$ cat config.mk
export PLATFORM = sky130hd
export DESIGN_NAME = fetch_unit_flat
export DESIGN_NICKNAME = d
export VERILOG_FILES = /design/src/rtl/fetch_unit_if.sv /design/src/rtl/fetch_unit.sv /design/src/flat_wrapper.sv
export SDC_FILE = /design/constraint.sdc
export NUM_CORES = 1
export LEC_CHECK = 0
export CAP_MARGIN = 20
export CORE_MARGIN = 5
export CORE_UTILIZATION = 30
export DETAILED_ROUTE_END_ITERATION = 10
export REMOVE_ABC_BUFFERS = 1
export SETUP_SLACK_MARGIN = 0.1
export SYNTH_ARGS = -nofsm -noshare
export SYNTH_HDL_FRONTEND = slang
export SYNTH_SLANG_ARGS = --single-unit
$ cat constraint.sdc
create_clock -name clk -period 1.7 [get_ports clk]
set_input_delay 0.17 -clock clk [delete_from_list [all_inputs] [get_ports clk]]
set_output_delay 0.17 -clock clk [all_outputs]
set_load 0.03 [all_outputs]
$ cat src/rtl/fetch_unit_if.sv
// Fetch-unit bus bundle: instruction-memory handshake, NPC adder loop, redirect and decode-side valid/ready.
// fetch_err is present only when FETCH_ALIGN_CHECK_EN is defined.
interface fetch_unit_if;
   logic [31:0] pc_out;
   logic [31:0] npc_in;
   logic        imem_req;
   logic        imem_ack;
   logic [31:0] imem_rdata;
   logic        redirect;
   logic [31:0] redirect_pc;
   logic        if_valid;
   logic        if_ready;
   logic [31:0] if_instr;
   logic [31:0] if_pc;
`ifdef FETCH_ALIGN_CHECK_EN
   logic        fetch_err;
`endif

   modport master (
      output pc_out, imem_req, if_valid, if_instr, if_pc,
`ifdef FETCH_ALIGN_CHECK_EN
      output fetch_err,
`endif
      input  npc_in, imem_ack, imem_rdata, redirect, redirect_pc, if_ready
   );

   modport slave (
      input  pc_out, imem_req, if_valid, if_instr, if_pc,
`ifdef FETCH_ALIGN_CHECK_EN
      input  fetch_err,
`endif
      output npc_in, imem_ack, imem_rdata, redirect, redirect_pc, if_ready
   );
endinterface

$ cat src/rtl/fetch_unit.sv
// MIPS-32 instruction-fetch front end: PC register, req/ack fetch, 2-entry {pc, instr} FIFO to decode.
// Optional FETCH_ALIGN_CHECK_EN adds a HALT state and sticky fetch_err on misaligned redirects.
module fetch_unit #(
   parameter logic [31:0] RESET_PC = 32'h0000_3000
) (
   input logic          clk,
   input logic          rst_n,
   fetch_unit_if.master bus
);

   typedef enum logic [1:0] {
      ST_FETCH = 2'd0,
      ST_DRAIN = 2'd1
`ifdef FETCH_ALIGN_CHECK_EN
      ,ST_HALT = 2'd2
`endif
   } state_t;

`ifdef FETCH_ALIGN_CHECK_EN
   localparam logic [31:0] TGT_MASK = 32'hFFFF_FFFF;
`else
   localparam logic [31:0] TGT_MASK = 32'hFFFF_FFFC;
`endif

   state_t      r_state, w_state_nxt;
   logic [31:0] r_pc, w_pc_nxt;
   logic [31:0] r_pend_pc, w_pend_nxt;
   logic        r_hold;
   logic        r_run;
   logic [1:0]  r_count, w_count_nxt;
   logic        r_head;
   logic [31:0] r_fifo_pc    [2];
   logic [31:0] r_fifo_instr [2];
   logic        w_req, w_ack, w_push, w_pop, w_flush, w_tail;
`ifdef FETCH_ALIGN_CHECK_EN
   logic        r_err, w_err_nxt;
`endif

   // r_run keeps imem_req low throughout reset and for the release cycle.
   assign w_req  = r_run && (r_hold || (r_state == ST_FETCH && r_count != 2'd2));
   assign w_ack  = w_req && bus.imem_ack;
   assign w_pop  = (r_count != 2'd0) && bus.if_ready;
   assign w_tail = r_head ^ r_count[0];

   // NOTE: every output of this block gets a default first, so no path can infer a latch.
   always_comb begin
      w_state_nxt = r_state;
      w_pc_nxt    = r_pc;
      w_pend_nxt  = r_pend_pc;
      w_flush     = 1'b0;
      w_push      = 1'b0;
`ifdef FETCH_ALIGN_CHECK_EN
      w_err_nxt   = r_err;
`endif
      case (r_state)
         ST_FETCH: begin
            if (bus.redirect) begin
               w_flush = 1'b1;
               if (w_req && !bus.imem_ack) begin
                  w_pend_nxt  = bus.redirect_pc;
                  w_state_nxt = ST_DRAIN;
               end else begin
                  w_pc_nxt = bus.redirect_pc & TGT_MASK;
`ifdef FETCH_ALIGN_CHECK_EN
                  if (bus.redirect_pc[1:0] != 2'b00) begin
                     w_state_nxt = ST_HALT;
                     w_err_nxt   = 1'b1;
                  end
`endif
               end
            end else if (w_ack) begin
               w_push   = 1'b1;
               w_pc_nxt = bus.npc_in;
            end
         end
         ST_DRAIN: begin
            // The old request must complete; only the newest redirect target survives.
            if (bus.redirect) begin
               w_flush    = 1'b1;
               w_pend_nxt = bus.redirect_pc;
            end
            if (w_ack) begin
               w_pc_nxt    = w_pend_nxt & TGT_MASK;
               w_state_nxt = ST_FETCH;
`ifdef FETCH_ALIGN_CHECK_EN
               if (w_pend_nxt[1:0] != 2'b00) begin
                  w_state_nxt = ST_HALT;
                  w_err_nxt   = 1'b1;
               end
`endif
            end
         end
`ifdef FETCH_ALIGN_CHECK_EN
         ST_HALT: begin
            if (bus.redirect) begin
               w_flush  = 1'b1;
               w_pc_nxt = bus.redirect_pc;
               if (bus.redirect_pc[1:0] == 2'b00) begin
                  w_state_nxt = ST_FETCH;
                  w_err_nxt   = 1'b0;
               end
            end
         end
`endif
         default: w_state_nxt = ST_FETCH;
      endcase

      w_count_nxt = r_count;
      if (w_flush)
         w_count_nxt = 2'd0;
      else if (w_push && !w_pop)
         w_count_nxt = r_count + 2'd1;
      else if (!w_push && w_pop)
         w_count_nxt = r_count - 2'd1;
   end

   // NOTE: sequential state uses non-blocking assignments so every register samples pre-edge values.
   always_ff @(posedge clk or negedge rst_n) begin
      if (!rst_n) begin
         r_state   <= ST_FETCH;
         r_pc      <= RESET_PC;
         r_pend_pc <= 32'd0;
         r_hold    <= 1'b0;
         r_run     <= 1'b0;
         r_count   <= 2'd0;
         r_head    <= 1'b0;
`ifdef FETCH_ALIGN_CHECK_EN
         r_err     <= 1'b0;
`endif
      end else begin
         r_state   <= w_state_nxt;
         r_pc      <= w_pc_nxt;
         r_pend_pc <= w_pend_nxt;
         r_hold    <= w_req && !bus.imem_ack;
         r_run     <= 1'b1;
         r_count   <= w_count_nxt;
         if (w_pop && !w_flush)
            r_head <= ~r_head;
`ifdef FETCH_ALIGN_CHECK_EN
         r_err     <= w_err_nxt;
`endif
      end
   end

   // NOTE: the FIFO storage is reset because if_instr/if_pc must read 0 out of reset.
   always_ff @(posedge clk or negedge rst_n) begin
      if (!rst_n) begin
         for (int i = 0; i < 2; i++) begin
            r_fifo_pc[i]    <= 32'd0;
            r_fifo_instr[i] <= 32'd0;
         end
      end else if (w_push) begin
         r_fifo_pc[w_tail]    <= r_pc;
         r_fifo_instr[w_tail] <= bus.imem_rdata;
      end
   end

   assign bus.pc_out   = r_pc;
   assign bus.imem_req = w_req;
   assign bus.if_valid = (r_count != 2'd0);
   assign bus.if_instr = r_fifo_instr[r_head];
   assign bus.if_pc    = r_fifo_pc[r_head];
`ifdef FETCH_ALIGN_CHECK_EN
   assign bus.fetch_err = r_err;
`endif

endmodule

$ cat src/flat_wrapper.sv
// flat-port wrapper written by rule: the top's interface ports become plain ports
module fetch_unit_flat 
#(
   parameter logic [31:0] RESET_PC = 32'h0000_3000
)
  (clk, rst_n, bus_pc_out, bus_imem_req, bus_if_valid, bus_if_instr, bus_if_pc, bus_npc_in, bus_imem_ack, bus_imem_rdata, bus_redirect, bus_redirect_pc, bus_if_ready);
  fetch_unit_if bus_i ();
  input logic clk;
  input logic rst_n;
  output wire logic [$bits(bus_i.pc_out)-1:0] bus_pc_out;
  output wire logic [$bits(bus_i.imem_req)-1:0] bus_imem_req;
  output wire logic [$bits(bus_i.if_valid)-1:0] bus_if_valid;
  output wire logic [$bits(bus_i.if_instr)-1:0] bus_if_instr;
  output wire logic [$bits(bus_i.if_pc)-1:0] bus_if_pc;
  input wire logic [$bits(bus_i.npc_in)-1:0] bus_npc_in;
  input wire logic [$bits(bus_i.imem_ack)-1:0] bus_imem_ack;
  input wire logic [$bits(bus_i.imem_rdata)-1:0] bus_imem_rdata;
  input wire logic [$bits(bus_i.redirect)-1:0] bus_redirect;
  input wire logic [$bits(bus_i.redirect_pc)-1:0] bus_redirect_pc;
  input wire logic [$bits(bus_i.if_ready)-1:0] bus_if_ready;
  assign bus_pc_out = bus_i.pc_out;
  assign bus_imem_req = bus_i.imem_req;
  assign bus_if_valid = bus_i.if_valid;
  assign bus_if_instr = bus_i.if_instr;
  assign bus_if_pc = bus_i.if_pc;
  assign bus_i.npc_in = bus_npc_in;
  assign bus_i.imem_ack = bus_imem_ack;
  assign bus_i.imem_rdata = bus_imem_rdata;
  assign bus_i.redirect = bus_redirect;
  assign bus_i.redirect_pc = bus_redirect_pc;
  assign bus_i.if_ready = bus_if_ready;
  fetch_unit #(.RESET_PC(RESET_PC)) u_core (.clk(clk), .rst_n(rst_n), .bus(bus_i));
endmodule
==> metrics.txt <==
flop2flop setup slack=-140 ps; DR iter-0 viols=202; Worst Path Buf+Inv=2; IO Pins=199; Rows=63; global-route wire length before repair=35400 microns; gr ovfl total=0; worst slew pin tran=514 ps; register bit total from synthesis=196; clk buf depth=2; worst path cell trace=clkbuf_16 > mux2_2 > clkdlybuf4s15_2; Setup Skew=11.7 ps; Leakage Power=6.75 nW; WL met3=1590 microns; Fin. Hold Viols=0; Die H=184 microns; EDFF count, synth=0; Residual DRC=0; DRT Pass-1 Iters=4; RSZ-0062 raised after global routing=true; hold path startpoint=bus_redirect; top_reg_cell synth=dfrtp_1; via count=5829; Max Freq=503 MHz; setup tns final=-33370 ps; worst r2r src=u_core.r_count[1]$_DFFE_PN0P_; initial antenna violation count=1; Hold Path End=u_core.bus.pc_out[1]$_DFFE_PN0P_; failing checks=setup timing; total CTS buffers=17; M1 WL=12300 microns; drt wl/cell=20.6 microns; total wire length=26400 microns; Netlist cell types=34; hold crit path type=input port to register; IR Drop Worst-Case VDD=1.03 mV; CP max FO=15; Tmin final=1990 ps; starting density of the core=30.6%; ANT nets after route=0; endpoints failing setup=256; CP Class=register to output pin; Port-buffer cells=196; fin cells=1281; Core Area=29900 sq um; family with the most delay on the worst path=flip-flops; routed vias/inst=4.55; largest net degree at the start of global routing=64; Setup WS pre-CTS=-136 ps; power per cell area=2010 nW/um^2; Critical R2R Capture=u_core.r_fifo_instr[46]$_DFFE_PN0P_; nets=980; final worst setup slack=-288 ps; Die Span X=184 microns; CTS H-tree lvls=4; ys async rst share=100%; GPL Wtd Cong=0.731; max incr delay on CP=510 ps; Worst-Skew Late Latency=440 ps; sequential share of the synthesized area=53.8%; vias in the first global route=6055; worst hold slack=174 ps; fill count=2660; CTS tree=done; Ys Warns=0; Mapped Cells=612; CP Data Arrival Time=1820 ps; Final Cycle Share=117%; CTS clk-pin slew, worst paths=80 ps; Diodes inserted=0; max layer used=met5; DR WL met2=12300 microns; mean post-synth cell area=14.9 sq um; Area Overhead vs Synth=49.8%; Placed Cells=1203; Hold Path Stages=5; DPL Wire Length=15400 microns; outcome=complete, but fails checks; Max Slew Vio Count=0; clock root buffer=clkbuf_16; All-Layer GR Usage=13.4%; maxcap violations=0; Power Total=27.5 mW; beginning of the critical path=u_core.r_head$_DFFE_PN0P_; clock sinks=196; layout cells sized above 1=51.9%; Die ar.=34000 sq um; CP required=1530 ps; Critical Path Sink Type=output pin; CP max stage cell=dfrtp_4; worst-case reg-to-reg path depth=6; max_slew headroom=65.8%; Cell Area, Synth=9130 sq um; CP Launch Type=register
-- cells by family after synthesis --
family | synth area share, %
AND/OR/NAND/NOR | 2.60
XOR/XNOR | 0.384
AO/OA/AOI/OAI | 2.14
adder cells (fa/ha/maj) | 0.137
flip-flops | 53.8
other | 0.0411
buffers and inverters | 3.87
multiplexers | 37.1
-- cells in the final DEF (no fill, tap or decap), drive strengths merged --
cell,count
dfstp,2
clkbuf,37
o21ai,33
dlygate4sd2,2
nor3b,2
and4b,1
dfrtp,194
mux2i,32
mux2,252
dlymetal6s2s,28
bufinv,1
dlygate4sd3,1
clkdlybuf4s50,96
clkinv,2
nor2b,2
or2,1
xnor2,1
nand2,36
a32o,1
or3,1
clkinvlp,4
conb,1
nand2b,3
ha,1
a21oi,3
clkdlybuf4s15,19
nor2,3
buf,119
inv,10
xor2,3
-- Yosys cell counts, types with 7 or more instances --
library cell	count	area, sq um
dfrtp_1	194	4850
mux2_2	182	2050
mux2_1	10	113
nand2_1	34	128
buf_2	11	55.1
mux2i_1	32	320
clkbuf_1	7	26.3
o21ai_0	31	155
buf_12	7	140
mux2_4	60	901
buf_6	8	90.1
-- metrics by stage --
stage | utilization [%] | cell area, sq um
after global routing | 45.8 | 13700
after floorplan | - | 8790
final | 45.8 | 13700
after detailed placement | 39.3 | 11700
after global placement | 39.3 | 11700
after CTS | 42.2 | 12600
-- report_power, final --
group	leakage, nW	switching (mW)	internal, mW
combinational	4.07	6.91	8.13
sequential	2.40	1.45	6.92
clock	0.274	1.98	2.11
-- metal layers --
layer	up-vias	track usage, %
met5	-	0
met1	2948	18.3
met4	2	2.84
li1	2713	-
met2	148	21.2
met3	18	4.01
-- sequential cells by signal, summed over array words and instances (netlist names) --
signal               flops
u_core.r_fifo_instr     64
u_core.r_state           1
u_core.r_run             1
u_core.r_hold            1
u_core.bus.pc_out       32
u_core.r_head            1
u_core.r_fifo_pc        64
u_core.r_count           2
u_core.r_pend_pc        30
-- worst max path at each step --
stage	to	slack (ps)	cells after the start
after detailed placement	u_core.r_fifo_instr[28]$_DFFE_PN0P_	-140	5
after global placement	bus_if_pc[10]	-130	3
final	bus_if_pc[18]	-290	3
after CTS	bus_if_pc[29]	-370	4
after global routing	bus_if_pc[29]	-340	4
after floorplan	u_core.r_fifo_instr[31]$_DFFE_PN0P_	-1610	3
-- timing repair --
action                                  4_1_cts  5_1_grt
endpoints found under the setup margin      287      288
buffers inserted                              7       14
hold buffers                                  1        0
cloned                                        3       21
resized for setup                           206      241
hold endpoints to repair                    133        0
pin swaps                                     1       10
-- final cells by class --
type / instances / area [sq um] / share of cell area, %
clock buffer: 18 / 439 / 3.21
clock inverter: 14 / 144 / 1.05
inverter: 3 / 11.3 / 0.0824
multi-input combinational: 376 / 4280 / 31.3
sequential: 196 / 4910 / 35.9
tap: 390 / 488 / 3.57
timing repair buffer: 284 / 3400 / 24.8
-- worst reg2reg max path: stages, from the launching register on --
cell	delay [ps]
dfrtp_1	390
nor3b_2	160
and4b_4	390
buf_8	150
nand2_8	130
clkbuf_16	210
mux2_4	300
Power figures use the tool's default switching activity.
==> patch, RTL diff (same flow settings) <==
Make the reset (`rst_n`) synchronous in 2 clocked blocks.
--- a/src/rtl/fetch_unit.sv
+++ b/src/rtl/fetch_unit.sv
@@ -117,3 +117,3 @@
    // NOTE: sequential state uses non-blocking assignments so every register samples pre-edge values.
-   always_ff @(posedge clk or negedge rst_n) begin
+   always_ff @(posedge clk) begin
       if (!rst_n) begin
@@ -145,3 +145,3 @@
    // NOTE: the FIFO storage is reset because if_instr/if_pc must read 0 out of reset.
-   always_ff @(posedge clk or negedge rst_n) begin
+   always_ff @(posedge clk) begin
       if (!rst_n) begin
Function: differs if rst_n is asserted again (counterexample within 4 cycles, from zero or initial values and one cycle with rst_n low); with rst_n held inactive, the same outputs for 4 cycles.
==> patch against the original RTL <==
- worst setup slack better by 0.10 ns
- the run still ends with setup timing left
- first-iteration DRC count rose by 34%
- worst hold slack worse by 0.0041 ns
- die area shrank 2.0%
- sequential cell count up 1
- core utilization rose by 3.3 points
- final area is 5.8% higher
- highest routed layer is now met4
- routed wire length is 0.66% higher
- sequential share of layout area rose by 0.25 points
- via count up 8.2%
- area after synthesis shrank 2.1%
Power is not compared: it rests on default switching activity, and its combinational part moved more than twofold at a synthesized area within 25%.
==> patch: results (changes against the original RTL) <==
| Metric | Value |
|---|---|
| Root Driver | `clkbuf_16` |
| Filler instances | `2597 (-2.4%)` |
| Slowest CP cell | `dfxtp_2` |
| Sequential area share after synthesis | `58.5% (+4.7 points)` |
| Post-synth EDFFs | `128 (+128)` |
| Crit path max-delay family | `buffers and inverters` |
| Slew HR | `72.0% (+6.2 points)` |
| Async SR Flop Fraction | `0% (-100 points)` |
| Largest net degree at the start of global routing | `45 (-30%)` |
| H-tree depth | `4 (unchanged)` |
| Crit path DAT | `2.03 ns (+0.21 ns)` |
| Clock-pin slew on the worst setup and hold paths | `0.08 ns (about the same)` |
| Static leakage | `6.19 nW` |
| Crit path max fanout | `8 (-7)` |
| Worst stage delay on the critical path | `0.33 ns (-0.18 ns)` |
| Ys flop type | `edfxtp_1` |
| Ant diodes | `0 (unchanged)` |
| Final setup vio count | `291 (+14%)` |
| Worst-skew pair later-pin latency | `0.43 ns` |
| Via density | `4.47 (-1.7%)` |
| Routed Wire Length | `26500 um (+0.66%)` |
| Synth top cells by count | `and2_1 (128), edfxtp_1 (128), mux2i_1 (90)` |
| Global-route wire length before repair | `37100 um (+4.6%)` |
| Worst min-delay path class | `primary input to register` |
| Sum Neg Setup Slack | `-24.78 ns (+8.59 ns)` |
| GP Congestion | `0.720 (-1.6%)` |
| Hpwl dp | `15600 um (+1.7%)` |
| Worst vdd ir | `0.476 mV` |
| CTS max path bufs | `2 (unchanged)` |
| Fraction of layout cells with a size suffix above 1 | `38.5% (-13 points)` |
| Layout Skew | `0.0118 ns (+0.0000802 ns)` |
| Distinct cell type count after synthesis | `42 (+24%)` |
| Initial detailed-routing violation count | `271 (+34%)` |
| Warnings from Yosys | `0 (unchanged)` |
| Synth area leaders | `edfxtp_1 (43%), dfxtp_1 (15%), mux2i_1 (10%)` |
| GRT Util Overall | `14.6% (+1.1 points)` |
| Vias in the first global route | `6253 (+3.3%)` |
| Initial antenna violation count | `0 (-1)` |
| Failing checks | `setup timing` |
| Post-route setup slack | `-0.184 ns (+0.104 ns)` |
| IO buf count | `196 (unchanged)` |
| Status | `complete, but fails checks` |
| Nets@finish | `1109 (+13%)` |
| Drt pass-1 iters | `5 (+1)` |
| CTS Buf Count | `17 (unchanged)` |
patch: power by group:
group / leakage, nW / internal [mW] / switching [mW] / total [mW]
logic: 4.00 / 1.34 / 1.13 / 2.48
clock network: 0.290 / 2.22 / 1.93 / 4.15
registers: 1.90 / 5.34 / 0.127 / 5.47
patch: cell families after synthesis:
kind of cell | count (synthesis) | share of synthesized area [%]
multiplexers | 156 | 18.4
XOR/XNOR | 3 | 0.294
AND/OR/NAND/NOR | 242 | 15.5
flip-flops | 197 | 58.5
AO/OA/AOI/OAI | 42 | 3.78
buffers and inverters | 53 | 3.35
adder cells (fa/ha/maj) | 1 | 0.140
patch: area by class of cell:
type / count / area, um^2 / area share (%)
clock buffers: 18 / 429 / 2.97
clock inverters: 14 / 168 / 1.16
inverters: 4 / 22.5 / 0.156
multi-input cells: 444 / 3820 / 26.4
flip-flops and latches: 197 / 5230 / 36.2
well taps: 390 / 488 / 3.37
repair buffers: 343 / 4300 / 29.7
patch: worst paths after layout:
check	start	slack, ns	endpoint	cells after the start
min	rst_n	0.17	u_core.r_run	2
min reg2reg	u_core.bus.pc_out[7]	0.49	u_core.bus.pc_out[7]	2
max	u_core.r_state[0]	-0.18	u_core.r_fifo_instr[0][9]	9
max reg2reg	u_core.r_state[0]	-0.18	u_core.r_fifo_instr[0][9]	9
patch: what timing repair did:
item	CTS	global route
gates resized for setup	356	220
pin swaps	5	32
setup endpoints to repair	415	419
buffers inserted	47	24
cloned	16	13
patch: metrics by stage:
stage	instances	util [%]	worst slack (ns)	hold slack [ns]	instance area, um^2
floorplan	645	-	-7.12	0.198	8650
global placement	1290	39.7	-0.201	0.468	11700
detailed placement	1290	39.7	-0.229	0.478	11700
CTS	1384	46.0	-0.223	0.132	13600
global route	1410	49.1	-0.237	0.137	14500
finish	1410	49.1	-0.184	0.170	14500
patch: per-layer routing:
layer  share of wire [%]  GRT usage (%)  wire length, um
met1                  42           18.1            11100
met2                  52           25.2            13800
met3                 5.4           4.42             1430
met4                0.81           2.97              216
met5                   0              0                0
